<file path="src/rtl/ram_pkg.sv">
// Shared RAM package: clear-sequencer state encoding and the depth helper.
package ram_pkg;

    typedef enum logic [0:0] {
        ST_IDLE  = 1'b0,
        ST_CLEAR = 1'b1
    } ram_state_e;

    function automatic int unsigned depth_of(input int unsigned aw);
        return 32'd1 << aw;
    endfunction

endpackage

</file>
<file path="src/rtl/ram_clear_seq.sv">
// Clear sequencer: sweeps every address once, starting after reset or on a clr_req pulse.
module ram_clear_seq
    import ram_pkg::*;
#(
    parameter int unsigned AW = 8
) (
    input  logic          clk,
    input  logic          reset,
    input  logic          clr_req,
    output logic          busy,
    output logic          clr_we,
    output logic [AW-1:0] clr_addr
);

    localparam int unsigned DEPTH   = depth_of(AW);
    localparam logic [AW:0] CntLast = (AW+1)'(DEPTH - 1);
    localparam logic [AW:0] CntOne  = (AW+1)'(1);

    ram_state_e    state_q, state_d;
    logic [AW:0]   cnt_q, cnt_d;

    always_ff @(posedge clk) begin
        if (reset) begin
            state_q <= ST_CLEAR;
            cnt_q   <= '0;
        end else begin
            state_q <= state_d;
            cnt_q   <= cnt_d;
        end
    end

    always_comb begin
        state_d = state_q;
        cnt_d   = cnt_q;
        busy    = 1'b0;
        clr_we  = 1'b0;
        unique case (state_q)
            ST_IDLE: begin
                if (clr_req) begin
                    state_d = ST_CLEAR;
                    cnt_d   = '0;
                end
            end
            ST_CLEAR: begin
                // clr_req is deliberately ignored here so a running sweep never restarts.
                busy   = 1'b1;
                clr_we = 1'b1;
                if (cnt_q == CntLast) begin
                    state_d = ST_IDLE;
                    cnt_d   = '0;
                end else begin
                    cnt_d = cnt_q + CntOne;
                end
            end
        endcase
    end

    assign clr_addr = cnt_q[AW-1:0];

endmodule

</file>
<file path="src/rtl/ram_sync_dp_clr.sv">
// Synchronous RAM: CPU read/write port A, read-only scan port B, built-in clear sweep.
// Define WRITE_THROUGH_EN for write-first collisions; default is read-first (old data).
module ram_sync_dp_clr
    import ram_pkg::*;
#(
    parameter int unsigned   AW      = 8,
    parameter int unsigned   DW      = 4,
    parameter logic [DW-1:0] CLR_VAL = '0
) (
    input  logic          clk,
    input  logic          reset,
    input  logic [AW-1:0] a,
    input  logic [DW-1:0] i,
    output logic [DW-1:0] d,
    input  logic          cs_n,
    input  logic          w_n,
    input  logic          oe_n,
    input  logic [AW-1:0] ra,
    input  logic          rcs_n,
    output logic [DW-1:0] rd,
    input  logic          clr_req,
    output logic          busy
);

    localparam int unsigned DEPTH = depth_of(AW);

    logic [DW-1:0] mem [DEPTH];

    logic          clr_we;
    logic [AW-1:0] clr_addr;
    logic          we_a;
    logic          wr_en;
    logic [AW-1:0] wr_addr;
    logic [DW-1:0] wr_data;
    logic [DW-1:0] a_rdata;
    logic [DW-1:0] b_rdata;
    logic [DW-1:0] d_q;
    logic [DW-1:0] rd_q;

    ram_clear_seq #(
        .AW (AW)
    ) u_clear_seq (
        .clk      (clk),
        .reset    (reset),
        .clr_req  (clr_req),
        .busy     (busy),
        .clr_we   (clr_we),
        .clr_addr (clr_addr)
    );

    assign we_a = ~cs_n & ~w_n & ~busy;

    // The sweep owns the single write port while busy; port A writes are dropped then.
    assign wr_en   = clr_we | we_a;
    assign wr_addr = clr_we ? clr_addr : a;
    assign wr_data = clr_we ? CLR_VAL : i;

    always_ff @(posedge clk) begin
        if (wr_en) begin
            mem[wr_addr] <= wr_data;
        end
    end

    always_comb begin
        a_rdata = mem[a];
        b_rdata = mem[ra];
`ifdef WRITE_THROUGH_EN
        if (we_a) begin
            a_rdata = i;
        end
        if (we_a && (ra == a)) begin
            b_rdata = i;
        end
`endif
    end

    always_ff @(posedge clk) begin
        if (reset) begin
            d_q  <= '0;
            rd_q <= '0;
        end else begin
            if (!cs_n) begin
                d_q <= busy ? CLR_VAL : a_rdata;
            end
            if (!rcs_n) begin
                rd_q <= busy ? CLR_VAL : b_rdata;
            end
        end
    end

    assign d  = oe_n ? '0 : d_q;
    assign rd = rd_q;

endmodule

</file>
<file path="config.mk">
export PLATFORM = sky130hd
export DESIGN_NAME = ram_sync_dp_clr
export DESIGN_NICKNAME = d
export VERILOG_FILES = /design/src/rtl/ram_pkg.sv /design/src/rtl/ram_clear_seq.sv /design/src/rtl/ram_sync_dp_clr.sv
export SDC_FILE = /design/constraint.sdc
export NUM_CORES = 1
export LEC_CHECK = 0
export ABC_AREA = 1
export BUFFER_PORTS_ARGS = -buffer_cell sky130_fd_sc_hd__buf_2
export CORE_UTILIZATION = 30
export CTS_CLUSTER_DIAMETER = 80
export CTS_CLUSTER_SIZE = 10
export DETAILED_ROUTE_END_ITERATION = 6
export PLACE_DENSITY_LB_ADDON = 0.05
export SYNTH_ARGS = -nofsm -noshare
export SYNTH_HDL_FRONTEND = slang
export SYNTH_SLANG_ARGS = --single-unit
</file>
<file path="constraint.sdc">
create_clock -name clk -period 13.6 [get_ports clk]
set_input_delay 2.72 -clock clk [delete_from_list [all_inputs] [get_ports clk]]
set_output_delay 2.72 -clock clk [all_outputs]
set_load 0.05 [all_outputs]
</file>
==> results.md <==
- Reg-to-reg slack, setup: 9.79 ns
- Longest individual stage delay on the worst path: 0.74 ns
- Initial standard-cell utilization of the core: 30.2%
- Hold depth: 2
- Overall die height: 426 um
- Number of DRC violations after detailed-routing iteration 0: 4,624
- Area of the placeable core: 179,000 um^2
- IR Drop Worst-Case VDD: 0.0000962 V
- Count of warnings emitted by yosys: 0
- Clock latency on the worst-skew pair: 0.76 ns
- Required time at the endpoint of the critical path: 14.23 ns
- Worst slew pin tran: 1.11 ns
- Hold wc startpoint: u_clear_seq.cnt_q[8]
- X dimension of the die: 426 um
- Half-perimeter wire length of the detailed placement result: 130,000 um
- Final ANT Viol Nets: 0
- Fraction of the yosys area taken by sequential cells: 57.6%
- Worst setup path category: in -> reg
- P_leak: 21.6 nW
- Most common cell on crit path: sky130_fd_sc_hd__nand3_1
- Data arrival time at the worst-slack endpoint: 6.88 ns
- Final hold violations: 0
- Count of pins over their slew limit: 0
- Hold Crit Endpoint: u_clear_seq.cnt_q[8]
- Shortest period the worst path allows: 6.25 ns
- Total number of clock tree sinks: 1,042
- Critical Path, Cell by Cell: buf_8, inv_8, buf_12, buf_4, nand3_1, nand3_1, nand3_1, nand2_1, nand2_1, nand3_1, nand3_1, nand3_1, nand2_1, nand2_1, a21oi_1
- Remaining global-route overflow: 0
- Critical Path Sink Type: register
- Reg2reg start: u_clear_seq.state_q
- Cell family with most CP delay: buffers and inverters
- P&R area growth vs syn: 8.38%
- Vias post-DR: 45,100
- Clock tree from TritonCTS: built
- Setup-violating endpoint count in the final report: 0
- Gate Count Post-Synth: 6,210
- Unrepaired setup endpoints after global routing: false
- Top fanout value on the critical path: 116
- FF+latch count, synth: 1,042
- DRT Wirelength: 230,000 um
- Element type at the critical path start: input pin
- Worst-case setup margin in the final layout: 7.35 ns
- Pin count of the biggest net entering global routing: 222
- Cell types with the largest area share after synthesis: sky130_fd_sc_hd__edfxtp_1 (57%), sky130_fd_sc_hd__nand3_1 (18%), sky130_fd_sc_hd__nand2_1 (16%), sky130_fd_sc_hd__buf_2 (2.3%), sky130_fd_sc_hd__nor2_1 (2.1%)
- Count of unique library cells instantiated by Yosys: 28
- Headroom to the max-slew limit: 25.7%
- Routability congestion estimate from global placement: 0.817
- Final cell count without fillers: 8,380
- Final worst clock skew: 0.0332 ns
- Buf/Inv on CP: 4
- Power density over the cells: 123 nW/um^2
- Synthesized area per cell: 8.70 um^2
- Status: complete, no violations
- CTS H-tree lvls: 3
- Number of placed cells counting well taps: 8,207
- Clock transition time at the flip-flop clock pins of the worst setup and hold paths: 0.06 ns
- Crit path max-delay cell type: sky130_fd_sc_hd__buf_4
- Overall global routing resource usage: 24.9%
- Vias in the first global route: 43,600
- Share of the synthesized area in the top cell type: 56.9%
- Post-CTS sizing: 0
- Root buf cell: sky130_fd_sc_hd__clkbuf_16
- First-pass DRT Iterations: 5
- Setup total negative slack: 0 ns
- Antenna violations before repair: 8
- Full die area: 182,000 um^2
- Worst min path class: reg -> reg
- Count of unresolved DRC violations after routing: 0
- Reg-to-reg endpoint: mem[221][1]
- Cts hold-fix bufs: 0
- Period utilization: 46.0%
- Achievable frequency: 0.160 GHz
- Maximum Capacitance Violations: 0
- Global-route wire length before repair: 328,000 um
- Cell Area, Synth: 54,000 um^2
- Layout net count: 6,000
- Number of buffers on the longest clock path: 3
- Post-CTS setup repair buffer count: 0
- Number of ports placed on the die boundary: 36
- Cell depth of the worst flop-to-flop path: 5
- Fraction of layout instances using a drive strength above 1: 4.85%
- Count of input and output buffers: 35
- Row Count: 155
- Routed wire per std cell: 27.5 um
- Worst slack, placed: 6.62 ns
- TritonCTS Buffers: 118
- Via density per instance: 5.39
- Post-Syn Nets: 6,238
- Cell taking the most area after synthesis: sky130_fd_sc_hd__edfxtp_1
-- cells in the final DEF, fill, tap and decap left out, types with 2 or more instances in the layout --
cell type	n
sky130_fd_sc_hd__buf_6	2
sky130_fd_sc_hd__nor2_2	4
sky130_fd_sc_hd__clkbuf_8	3
sky130_fd_sc_hd__dfxtp_1	18
sky130_fd_sc_hd__clkinv_8	2
sky130_fd_sc_hd__nand2_1	2339
sky130_fd_sc_hd__nand3_1	1920
sky130_fd_sc_hd__o21ai_0	8
sky130_fd_sc_hd__o21ai_1	2
sky130_fd_sc_hd__buf_8	4
sky130_fd_sc_hd__clkinvlp_4	2
sky130_fd_sc_hd__buf_4	84
sky130_fd_sc_hd__clkbuf_1	36
sky130_fd_sc_hd__nor2_4	4
sky130_fd_sc_hd__inv_6	3
sky130_fd_sc_hd__inv_1	58
sky130_fd_sc_hd__edfxtp_1	1024
sky130_fd_sc_hd__clkbuf_16	121
sky130_fd_sc_hd__a21oi_1	15
sky130_fd_sc_hd__inv_2	4
sky130_fd_sc_hd__clkinv_2	2
sky130_fd_sc_hd__buf_12	5
sky130_fd_sc_hd__buf_2	27
sky130_fd_sc_hd__nor2_1	296
sky130_fd_sc_hd__nand2_2	14
sky130_fd_sc_hd__o21ai_2	4
sky130_fd_sc_hd__nor3_1	3
sky130_fd_sc_hd__inv_8	2
sky130_fd_sc_hd__clkinv_1	5
sky130_fd_sc_hd__clkinv_16	2
sky130_fd_sc_hd__clkinv_4	3
-- layout make-up --
class / count / area (um^2)
Sequential cell: 1042 / 31100
Tap cell: 2355 / 2950
Multi-Input combinational cell: 4617 / 19900
Fill cell: 18300 / 120000
Clock buffer: 160 / 3200
Timing Repair Buffer: 122 / 948
Antenna cell: 1 / 2.50
Inverter: 71 / 347
Clock inverter: 12 / 97.6
-- worst register-to-register path: stages, from the launching register on --
cell	delay [ns]
sky130_fd_sc_hd__dfxtp_1	0.30
sky130_fd_sc_hd__buf_4	0.38
sky130_fd_sc_hd__o21ai_0	0.42
sky130_fd_sc_hd__nor2_1	0.78
sky130_fd_sc_hd__nand2_1	0.85
sky130_fd_sc_hd__nor2_1	0.72
-- Yosys cell counts, drive strengths merged --
cell type,count
nand2,2353
nand3,1920
edfxtp,1024
buf,409
nor2,304
clkbuf,71
inv,70
dfxtp,18
a21oi,15
o21ai,14
nor3,3
a221oi,1
a31oi,1
a32oi,1
and3,1
clkinv,1
ha,1
nand3b,1
nor3b,1
nor4,1
-- power breakdown --
part / switching [W] / internal (W) / total [W]
clock: 0.00137 / 0.00161 / 0.00298
sequential: 0.00000225 / 0.00348 / 0.00348
combinational: 0.000555 / 0.000168 / 0.000724
-- sequential cells by signal, summed over array words and instances (netlist names) --
| name | cells |
|---|---|
| u_clear_seq.cnt_q | 9 |
| u_clear_seq.state_q | 1 |
| d_q | 4 |
| rd | 4 |
| mem | 1024 |
-- worst max path at each step --
| stage | startpoint | to | cells past startpoint |
|---|---|---|---|
| 3_5_place_dp | ra[0] | rd[2] | 16 |
| 2_1_floorplan | i[0] | mem[0][0] | 2 |
| 5_1_grt | ra[0] | rd[2] | 16 |
| 6_report | ra[1] | rd[2] | 15 |
| 4_1_cts | ra[0] | rd[2] | 16 |
| 3_3_place_gp | ra[0] | rd[2] | 16 |
-- metal layers --
layer | global-route usage, % | vias to the layer above | wire [um]
li1 | - | 20700 | -
met3 | 3.33 | 299 | 14400
met5 | 0 | - | 0
met1 | 34.7 | 22400 | 103000
met4 | 7.72 | 0 | 6560
met2 | 39.9 | 1687 | 106000
-- logic make-up after synthesis --
group / after synthesis / synth area share [%]
compound gates: 32 / 0.340
fa+ha+maj: 1 / 0.0232
buf+inv: 551 / 5.70
flops: 1042 / 57.6
simple gates: 4584 / 36.3
-- per-stage QoR --
stage / utilization (%) / power [W] / instance area (um^2) / hold WS, ns
floorplan: - / 0.00400 / 54000 / 0.430
global placement: 30.9 / 0.00427 / 55200 / 0.450
finish: 32.8 / 0.00718 / 58600 / 0.461
CTS: 32.8 / 0.00724 / 58500 / 0.461
detailed placement: 30.9 / 0.00426 / 55200 / 0.450
global route: 32.8 / 0.00738 / 58600 / 0.474
No activity file was read; power rests on OpenSTA's default activity.
